--- src/rtl/pc_unit_if.sv ---
// Fetch-side bundle between the PC stage, instruction memory and the return-address Stack.
// master = pc_unit; slave = surrounding pipeline / Stack / memory.
interface pc_unit_if #(
  parameter int ADDR_W = 32
);
  logic              stall;
  logic              branchTaken;
  logic [ADDR_W-1:0] branchTarget;
  logic              jump;
  logic [ADDR_W-1:0] jumpTarget;
  logic              call;
  logic              ret;
  logic [ADDR_W-1:0] stackOut;
  logic              stackOverflow;
  logic [ADDR_W-1:0] pc;
  logic              pcValid;
  logic [ADDR_W-1:0] pushAddr;
  logic              writeStack;
  logic              readStack;
  logic              trap;

  modport master (
    input  stall, branchTaken, branchTarget, jump, jumpTarget, call, ret,
    input  stackOut, stackOverflow,
    output pc, pcValid, pushAddr, writeStack, readStack, trap
  );

  modport slave (
    output stall, branchTaken, branchTarget, jump, jumpTarget, call, ret,
    output stackOut, stackOverflow,
    input  pc, pcValid, pushAddr, writeStack, readStack, trap
  );
endinterface

--- src/rtl/pc_unit.sv ---
// Program counter: next-PC select (ret > call > jump > branch > seq), Stack push/pop, one bubble per RET.
// Optional stack-fault trap enabled by defining PC_TRAP_EN.
module pc_unit #(
  parameter int                ADDR_W       = 32,
  parameter logic [ADDR_W-1:0] RESET_VECTOR = '0,
  parameter int                PC_STEP      = 1,
  parameter logic [ADDR_W-1:0] TRAP_VECTOR  = ADDR_W'(32'h0000_0100)
) (
  input logic        clock,
  input logic        reset,
  pc_unit_if.master  bus
);

  typedef enum logic {RUN, POP_WAIT} state_t;

  localparam logic [ADDR_W-1:0] STEP = ADDR_W'(PC_STEP);

  state_t            state_q, state_d;
  logic [ADDR_W-1:0] pc_q, pc_d;
  logic              rd_stack, wr_stack;

`ifdef PC_TRAP_EN
  logic ovf_q, ovf_d;
  logic trap_q, trap_d;
  logic fault;

  // Only the 0->1 transition matters; the Stack holds its flag until it is reset.
  assign fault = bus.stackOverflow & ~ovf_q;
  assign ovf_d = bus.stackOverflow;
`endif

  always_comb begin
    state_d  = state_q;
    pc_d     = pc_q;
    rd_stack = 1'b0;
    wr_stack = 1'b0;
`ifdef PC_TRAP_EN
    trap_d   = 1'b0;
    if (fault) begin
      pc_d    = TRAP_VECTOR;
      state_d = RUN;
      trap_d  = 1'b1;
    end else
`endif
    if (!bus.stall) begin
      if (state_q == RUN) begin
        if (bus.ret) begin
          rd_stack = 1'b1;
          state_d  = POP_WAIT;
        end else if (bus.call) begin
          wr_stack = 1'b1;
          pc_d     = bus.jumpTarget;
        end else if (bus.jump) begin
          pc_d     = bus.jumpTarget;
        end else if (bus.branchTaken) begin
          pc_d     = bus.branchTarget;
        end else begin
          pc_d     = pc_q + STEP;
        end
      end else begin
        pc_d    = bus.stackOut;
        state_d = RUN;
      end
    end
  end

  always_ff @(posedge clock) begin
    if (reset) begin
      state_q <= RUN;
      pc_q    <= RESET_VECTOR;
`ifdef PC_TRAP_EN
      ovf_q   <= 1'b0;
      trap_q  <= 1'b0;
`endif
    end else begin
      state_q <= state_d;
      pc_q    <= pc_d;
`ifdef PC_TRAP_EN
      ovf_q   <= ovf_d;
      trap_q  <= trap_d;
`endif
    end
  end

  assign bus.pc         = pc_q;
  assign bus.pcValid    = (state_q == RUN) & ~reset;
  assign bus.pushAddr   = pc_q + STEP;
  assign bus.readStack  = rd_stack & ~reset;
  assign bus.writeStack = wr_stack & ~reset;
`ifdef PC_TRAP_EN
  assign bus.trap       = trap_q;
`else
  assign bus.trap       = 1'b0;
`endif

endmodule

--- src/flat_wrapper.sv ---
// flat-port wrapper written by rule: the top's interface ports become plain ports
module pc_unit_flat 
#(
  parameter int                ADDR_W       = 32,
  parameter logic [ADDR_W-1:0] RESET_VECTOR = '0,
  parameter int                PC_STEP      = 1,
  parameter logic [ADDR_W-1:0] TRAP_VECTOR  = ADDR_W'(32'h0000_0100)
)
  (clock, reset, bus_stall, bus_branchTaken, bus_branchTarget, bus_jump, bus_jumpTarget, bus_call, bus_ret, bus_stackOut, bus_stackOverflow, bus_pc, bus_pcValid, bus_pushAddr, bus_writeStack, bus_readStack, bus_trap);
  pc_unit_if #(.ADDR_W(ADDR_W)) bus_i ();
  input logic clock;
  input logic reset;
  input wire logic [$bits(bus_i.stall)-1:0] bus_stall;
  input wire logic [$bits(bus_i.branchTaken)-1:0] bus_branchTaken;
  input wire logic [$bits(bus_i.branchTarget)-1:0] bus_branchTarget;
  input wire logic [$bits(bus_i.jump)-1:0] bus_jump;
  input wire logic [$bits(bus_i.jumpTarget)-1:0] bus_jumpTarget;
  input wire logic [$bits(bus_i.call)-1:0] bus_call;
  input wire logic [$bits(bus_i.ret)-1:0] bus_ret;
  input wire logic [$bits(bus_i.stackOut)-1:0] bus_stackOut;
  input wire logic [$bits(bus_i.stackOverflow)-1:0] bus_stackOverflow;
  output wire logic [$bits(bus_i.pc)-1:0] bus_pc;
  output wire logic [$bits(bus_i.pcValid)-1:0] bus_pcValid;
  output wire logic [$bits(bus_i.pushAddr)-1:0] bus_pushAddr;
  output wire logic [$bits(bus_i.writeStack)-1:0] bus_writeStack;
  output wire logic [$bits(bus_i.readStack)-1:0] bus_readStack;
  output wire logic [$bits(bus_i.trap)-1:0] bus_trap;
  assign bus_i.stall = bus_stall;
  assign bus_i.branchTaken = bus_branchTaken;
  assign bus_i.branchTarget = bus_branchTarget;
  assign bus_i.jump = bus_jump;
  assign bus_i.jumpTarget = bus_jumpTarget;
  assign bus_i.call = bus_call;
  assign bus_i.ret = bus_ret;
  assign bus_i.stackOut = bus_stackOut;
  assign bus_i.stackOverflow = bus_stackOverflow;
  assign bus_pc = bus_i.pc;
  assign bus_pcValid = bus_i.pcValid;
  assign bus_pushAddr = bus_i.pushAddr;
  assign bus_writeStack = bus_i.writeStack;
  assign bus_readStack = bus_i.readStack;
  assign bus_trap = bus_i.trap;
  pc_unit #(.ADDR_W(ADDR_W), .RESET_VECTOR(RESET_VECTOR), .PC_STEP(PC_STEP), .TRAP_VECTOR(TRAP_VECTOR)) u_core (.clock(clock), .reset(reset), .bus(bus_i));
endmodule
--- config.mk ---
export PLATFORM = sky130hd
export DESIGN_NAME = pc_unit_flat
export DESIGN_NICKNAME = d
export VERILOG_FILES = /design/src/rtl/pc_unit_if.sv /design/src/rtl/pc_unit.sv /design/src/flat_wrapper.sv
export SDC_FILE = /design/constraint.sdc
export NUM_CORES = 1
export LEC_CHECK = 0
export CORE_AREA = 2 2 89 91
export DETAILED_ROUTE_END_ITERATION = 10
export DIE_AREA = 0 0 91 93
export PLACE_DENSITY_LB_ADDON = 0.05
export SYNTH_ARGS = -nofsm -noshare
export SYNTH_HDL_FRONTEND = slang
export SYNTH_SLANG_ARGS = --single-unit
--- constraint.sdc ---
create_clock -name clock -period 4.5 [get_ports clock]
set_input_delay 0.45 -clock clock [delete_from_list [all_inputs] [get_ports clock]]
set_output_delay 0.45 -clock clock [all_outputs]
set_load 0.05 [all_outputs]
# Word level (Yosys, flattened, before mapping)
# Index checks and enable logic that the tools add are counted.
# classes
n_addsub	1
eq_ne	1
mux	12
bitwise_logic	6
reduce_logical	1
# op_table
op	n
2-to-1 mux 32 bit	5
adder 32 x 1 -> 32 bit (second input constant)	1
2-to-1 mux 1 bit	7
bitwise AND 1 bit	3
inverter 1 bit	3
inequality test 2 x 1 -> 1 bit (second input constant)	1
AND reduction 2 bit	1
# totals
regBits	33
in_bits	104
wordCells	23

# Longest topological paths before layout
# Gate-level depths: netlist of the first run.
# logic_depth
depth_word	6
ltp_mapped	7
mapped_depth_nobuf	6

# Least setup slack after synthesis of the first run
# Ideal clock, no wire load.
# synth_path
path_type	reg-to-output
startpoint	register u_core.state_q
endpoint	output bus_writeStack
arrival_ns	3.074
required_time_ns	4.050
setup_slack_ns	0.976
stages_incl_launch_ff	5
path_cell_list	dfxtp_1 clkbuf_1 buf_1 nor2_1 nor4bb_1
# synth_via
elab_chain_len	3
# synth_lines
element	line_no	source
start: declaration	pc_unit.sv:18	state_t state_q, state_d;
start signal: assignment	pc_unit.sv:76	state_q <= state_d;
2-to-1 mux 1 bit	pc_unit.sv:46	if (state_q == RUN) begin
2-to-1 mux 1 bit	pc_unit.sv:45	if (!bus.stall) begin
bitwise AND 1 bit	pc_unit.sv:89	assign bus.writeStack = wr_stack & ~reset;
end: declaration	flat_wrapper.sv:25	output wire logic [$bits(bus_i.writeStack)-1:0] bus_writeStack;
# No other way between the ends.

# Worst setup path after layout of the first run
# layout_path
startpoint	register u_core.pc_q[0] (netlist: u_core.bus.pc[0])
endpoint	output bus_pushAddr[30]
# layout_via
elab_chain_len	1
# layout_lines
element	line_no	source
start: declaration	pc_unit.sv:19	logic [ADDR_W-1:0] pc_q, pc_d;
start signal: assignment	pc_unit.sv:77	pc_q <= pc_d;
adder 32 x 1 -> 32 bit	pc_unit.sv:87	assign bus.pushAddr = pc_q + STEP;
end: declaration	flat_wrapper.sv:24	output wire logic [$bits(bus_i.pushAddr)-1:0] bus_pushAddr;
# No other way between the ends.

==> impl_metrics.csv, run 1 <==
group,metric,value,unit
floorplanning,die_area,8460,um2
cts,ctsRootBufferMaster,"clkbuf_8",
place,dp_slack,1.21,ns
cts,cts_buffers,5,
synthesis,synthTopCellsByArea,"dfxtp_1, nand2_1, o21ai_0",
drt,post-route-drc-count,0,
sta,worstMarginPinSlew,0.993,ns
synthesis,synth_common_cells,"nand2_1, dfxtp_1, o21ai_0, a21oi_1, clkbuf_1",
floorplanning,dieHeight,93,um
synthesis,ys_ff_latch,33,
sta,finalCriticalPeriod,3.62,ns
setup_path,r2r_setup_slack,1.74,ns
cts,post_cts_buffers,0,
layout,nNetsFinal,673,
drt,ant_nets,0,
global_routing,antenna_found_initial,0,
place,io_buffer_count,169,
setup_path,critPathLaunchType,"flop",
setup_path,critPathMaxFanout,11,
floorplanning,initial_core_util,0.404,
pwr,power.leakage,1.73,nW
hold_path,hp-start,"bus_branchTaken",
cts,clk_pin_slew_worst_paths,0.07,ns
flow_run,drv_cap,0,
layout,fin_area,4820,um2
setup_path,reg2reg_from,"u_core.state_q$_SDFFE_PP0N_",
sta,rsz0062_at_grt,"no",
layout,areaGrowthSynthToFinish,58.6,%
sta,fmax,277,MHz
synthesis,yosys_warnings,0,
floorplanning,core_area,7530,um2
setup_path,reg2reg_depth,7,
synthesis,synthArstFlopShare,0,
setup_path,crit_path_end_kind,"primary output",
layout,drive_gt1_frac,0.0581,
setup_path,reg2reg_to,"u_core.bus.pc[29]$_SDFFE_PP0P_",
run_status,outcome,"finished clean",
drt,routed_wl,12600,um
setup_path,critical_path_class,"reg -> out",
global_routing,grt_use_total,0.288,
synthesis,synthesis.area,3040,um2
place,gp_congestion,0.848,
synthesis,ys.flop_type,"dfxtp_1",
setup_path,crit_required,4.05,ns
synthesis,yosysMostFrequentCell,"nand2_1",
global_routing,grt_max_degree,41,
synthesis,syn_nets,527,
floorplanning,num_rows,32,
cts,cts_buffer_depth,2,
layout,antenna_cells,0,
pwr,power_density,234,nW/um2
sta,final_max_slew_viol_count,0,
sta,worst_clock_skew,0.00405,ns
sta,timing.final.crit_share,0.804,
floorplanning,ioPinCount,172,
sta,maxSlewHeadroom,0.333,
hold_path,holdPathStages,3,
cts,htree_levels,2,
cts,clkSinkCount,33,
cts,insertion_delay,0.28,ns
synthesis,synth_area_leader_cell,"dfxtp_1",
drt,post_drt_wl_per_cell,18.8,um
place,post_dp_cell_area,4730,um2
synthesis,yosys.area.top_type_share,0.217,
sta,tns,0,ns
sta,final.setup.worst_slack,0.884,ns
synthesis,seq_area_frac_synth,0.217,
drt,drtIter0Drc,192,
floorplanning,dieWidth,91,um
synthesis,syn_inst,422,
synthesis,synth_edf_count,0,
synthesis,avgSynthCellArea,7.20,um2
cts,cts_hold_buf,0,
place,dp_hpwl,8830,um
hold_path,min_path_type,"in -> reg",
drt,dr_total_vias,4017,
global_routing,overflow,0,
cts,cts_tree,"built",
setup_path,arrival,3.17,ns
hold_path,hold_path_end,"u_core.bus.pc[17]$_SDFFE_PP0P_",
drt,post_drt_via_cell_ratio,6.00,
global_routing,grt_pass1_wl,19600,um
sta,hold_slack,0.494,ns
cts,cts_resized,0,
drt,drt_first_pass_iters,5,
global_routing,grt_pass1_vias,3813,
sta,final-hold-violation-count,0,
synthesis,yosysUniqueCellTypes,66,
sta,setup-violations-final,0,
pwr,vdd_ir_drop_max,0.000137,V
placed cells by master (no fill, tap or decap), types with 3 or more instances in the layout:
cell type / n
a211oi_1: 14
a21o_1: 4
a21oi_1: 23
a311oi_1: 4
a31oi_1: 4
a32o_1: 3
and3_1: 15
and4_1: 5
buf_4: 8
clkbuf_8: 6
clkdlybuf4s50_1: 168
dfxtp_1: 33
inv_1: 8
nand2_1: 40
nand2b_1: 11
nand3_1: 22
nand4_1: 11
nor2_1: 16
nor3_1: 15
nor4_1: 11
o211ai_1: 10
o21a_1: 3
o21ai_0: 27
o21bai_1: 4
o221ai_1: 9
o22ai_1: 11
o311ai_0: 4
or2_2: 10
or3_1: 4
xnor2_1: 15
xor2_1: 6
worst max-delay path, stage by stage, from the launching register on:
cell and delay, ns:
dfxtp_1 0.51, ha_1 0.31, and3_1 0.26, nand3_2 0.26
or4_1 0.51, xor2_1 0.18, inv_1 0.06, clkdlybuf4s50_1 0.79
area by class of cell:
type / instances / area (um2)
flip-flops and latches: 33 / 661
fillers: 701 / 2710
clock buffers: 7 / 86.3
multi-input cells: 342 / 2160
well taps: 102 / 128
inverters: 9 / 33.8
repair buffers: 177 / 1750
worst max path at each step:
stage                                        startpoint               end  cells past startpoint  slack, ns
after detailed placement  u_core.bus.pc[0]$_SDFFE_PP0P_  bus_pushAddr[30]                      7       1.21
after floorplan             u_core.state_q$_SDFFE_PP0N_    bus_writeStack                      4       0.98
after CTS                 u_core.bus.pc[0]$_SDFFE_PP0P_  bus_pushAddr[30]                      7       0.89
after global placement    u_core.bus.pc[0]$_SDFFE_PP0P_  bus_pushAddr[30]                      7       1.25
final                     u_core.bus.pc[0]$_SDFFE_PP0P_  bus_pushAddr[30]                      7       0.88
after global routing      u_core.bus.pc[0]$_SDFFE_PP0P_  bus_pushAddr[26]                      7       0.69
state kept, by name (all words and copies together) (netlist names):
signal	count
u_core.bus.pc	32
u_core.state_q	1
per-layer routing:
layer | routed length, um | GRT usage | up-vias
met5 | 0 | 0 | -
met4 | 235 | 0.0997 | 0
met3 | 1080 | 0.0604 | 21
met2 | 6300 | 0.514 | 214
met1 | 4990 | 0.342 | 1877
li1 | - | - | 1905
logic make-up (layout without fill, tap and decap cells):
family,count (synthesis),count (layout),share of synthesized area
XOR/XNOR,21,21,0.0605
AO/OA/AOI/OAI,142,142,0.322
AND/OR/NAND/NOR,175,175,0.315
multiplexers,2,2,0.00659
buffers and inverters,47,193,0.0729
adder cells (fa/ha/maj),1,1,0.00412
other,1,1,0.00123
flip-flops,33,33,0.217
where the power goes:
part           switching, mW  internal (mW)  leakage [nW]
clock network          0.107          0.121        0.0443
logic                  0.318          0.224          1.42
registers             0.0421          0.316         0.272
stage by stage:
stage | util | std cells | total power, mW
after global routing | 0.640 | 670 | 1.18
final | 0.640 | 670 | 1.13
after detailed placement | 0.628 | 663 | 0.902
after floorplan | - | 422 | 0.674
after CTS | 0.640 | 670 | 1.13
after global placement | 0.628 | 663 | 0.897
Power figures use the tool's default switching activity.
==> inputs of run 2 (changes only) <==
Settings changed: CORE_AREA 2 2 89 91 to 2 2 92 94, DIE_AREA 0 0 91 93 to 0 0 94 96.
Clock period 4.5 ns to 3.4 ns, I/O delays scaled along.
==> run 2 against run 1 <==
  * Count of clock-buffer cells in the layout increased by 1
  * Non-clock buffer count increased by 10
  * Routed wire length increased by 3.7%
  * First-iteration DRC count increased by 16%
  * Via count decreased by 0.22%
  * Clock power increased by 33%
  * Total power increased by 33%
  * Final area increased by 2.1%
  * Sequential share of layout area decreased by 0.29 points
  * Core utilization decreased by 2.9 points
  * Largest power group unchanged
==> impl_metrics.csv, run 2 (synthesized netlist as in run 1, its figures left out) <==
group,metric,value,unit
layout,antenna_cells,0,
setup_path,arrival,2.89,ns
setup_path,crit_buf_inv,1,
cts,insertion_delay,0.30,ns
place,io_buffer_count,169,
setup_path,critical_path_class,"reg -> out",
place,dp_hpwl,9410,um
cts,cts_tree,"built",
layout,drive_gt1_frac,0.0829,
floorplanning,ioPinCount,172,
global_routing,grt_use_total,0.282,
setup_path,critPathLaunchType,"flop",
floorplanning,dieHeight,96,um
cts,clk_pin_slew_worst_paths,0.07,ns
drt,drt_first_pass_iters,5,
setup_path,critPathMaxFanout,11,
pwr,power_density,306,nW/um2
sta,hold_slack,0.545,ns
setup_path,cp.depth,6,
setup_path,reg2reg_depth,6,
global_routing,overflow,0,
sta,worst_clock_skew,0.00898,ns
sta,maxSlewHeadroom,0.452,
global_routing,grt_use_met2,0.514,
place,post_dp_cell_area,4820,um2
setup_path,crit_required,3.06,ns
cts,cts_resized,0,
pwr,netSwitchingPower,0.638,mW
floorplanning,num_rows,33,
pwr,seqPwrFrac,0.313,
layout,nNetsFinal,683,
hold_path,holdPathStages,1,
place,gp_congestion,0.911,
pwr,power.leakage,1.87,nW
setup_path,crit_chain,"ha_1, and3_1, nand3_2, o21a_1, or2_2, clkdlybuf4s50_1",
hold_path,min_path_type,"reg -> reg",
setup_path,crit_path_end_kind,"primary output",
flow_run,drv_cap,0,
cts,clkSinkCount,33,
cts,cts_buffer_depth,2,
sta,setup-violations-final,0,
pwr,p_int,0.867,mW
sta,fmax,310,MHz
drt,post-route-drc-count,0,
global_routing,grt_pass1_wl,19600,um
setup_path,cp_top_family,"simple AND/OR/NAND/NOR gates",
sta,final_max_slew_viol_count,0,
floorplanning,die_area,9020,um2
drt,drtIter0Drc,223,
sta,final-hold-violation-count,0,
global_routing,busiest_layer,"met2",
cts,cts_buffers,5,
global_routing,grt_util_met3,0.0650,
run_status,outcome,"finished clean",
drt,dr_total_vias,4008,
drt,post_drt_wl_per_cell,19.1,um
global_routing,grt_max_degree,35,
pwr,p_clk_frac,0.203,
pwr,vdd_ir_drop_max,0.000142,V
sta,worstMarginPinSlew,0.819,ns
layout,areaGrowthSynthToFinish,61.9,%
layout,layout_common_cells,"clkdlybuf4s50_1, nand2_1, dfxtp_1",
drt,post_drt_via_cell_ratio,5.86,
global_routing,grt_pass1_vias,3778,
drt,ant_nets,0,
sta,finalCriticalPeriod,3.23,ns
drt,routed_wl,13100,um
global_routing,antenna_found_initial,0,
cts,post_cts_buffers,0,
setup_path,slowest_stage,"clkdlybuf4s50_1",
setup_path,critPathMaxStageDelay,0.72,ns
pwr,p_sw_frac,0.424,
sta,tns,0,ns
floorplanning,core_area,8050,um2
cts,cts_hold_buf,0,
sta,timing.final.crit_share,0.950,
layout,fin_area,4920,um2
layout,largest_reg_flops,32,
sta,rsz0062_at_grt,"no",
floorplanning,initial_core_util,0.377,
global_routing,use_met1,0.334,
pwr,combPwrFrac,0.484,
floorplanning,dieWidth,94,um
cts,htree_levels,2,
cts,ctsRootBufferMaster,"clkbuf_8",
layout,layout_commonest_cell,"clkdlybuf4s50_1",
run 2: changes by cell type in the layout (fill, tap and decap cells not counted):
cell             before  now
nor4_2                0    1
clkdlybuf4s50_1     168  159
nor4_1               11   10
buf_4                 8   22
nor4bb_1              1    0
buf_2                 1    0
nor4bb_2              0    1
clkbuf_1              1    3
clkbuf_8              6    5
buf_12                0    1
dlymetal6s2s_1        0    5
run 2: final timing paths:
kind                                       start                        endpoint  slack, ns
hold / removal    u_core.bus.pc[27]$_SDFFE_PP0P_  u_core.bus.pc[27]$_SDFFE_PP0P_       0.54
setup / recovery   u_core.bus.pc[0]$_SDFFE_PP0P_                bus_pushAddr[14]       0.17
setup reg to reg   u_core.bus.pc[0]$_SDFFE_PP0P_  u_core.bus.pc[18]$_SDFFE_PP0P_       1.07
hold reg to reg   u_core.bus.pc[27]$_SDFFE_PP0P_  u_core.bus.pc[27]$_SDFFE_PP0P_       0.54
run 2: per-layer routing:
| metal | part of all wire | vias up |
|---|---|---|
| met3 | 0.079 | 18 |
| met4 | 0.015 | 0 |
| met5 | 0 | - |
| met1 | 0.40 | 1879 |
| met2 | 0.50 | 187 |
| li1 | - | 1924 |
run 2: through the flow:
stage | utilization | total power [mW] | instances | setup WS [ns]
global placement | 0.599 | 1.20 | 676 | 0.421
global route | 0.611 | 1.57 | 684 | 0.0172
floorplan | - | 0.892 | 422 | 0.481
finish | 0.611 | 1.50 | 684 | 0.171
CTS | 0.609 | 1.51 | 684 | 0.0640
detailed placement | 0.599 | 1.20 | 676 | 0.389
run 2: cell type report:
class                   count  area, um2
inverters                   9       33.8
well taps                 105        131
clock buffers               8       80.1
flip-flops and latches     33        661
repair buffers            187       1840
multi-input cells         342       2170
fillers                   760       3130
run 2: power by group through the flow:
stage,sequential (mW),combinational [mW],clock [mW]
detailed placement,0.479,0.725,0
global placement,0.476,0.722,0
CTS,0.470,0.728,0.312
floorplan,0.571,0.321,0
global route,0.477,0.767,0.327
finish,0.471,0.729,0.305
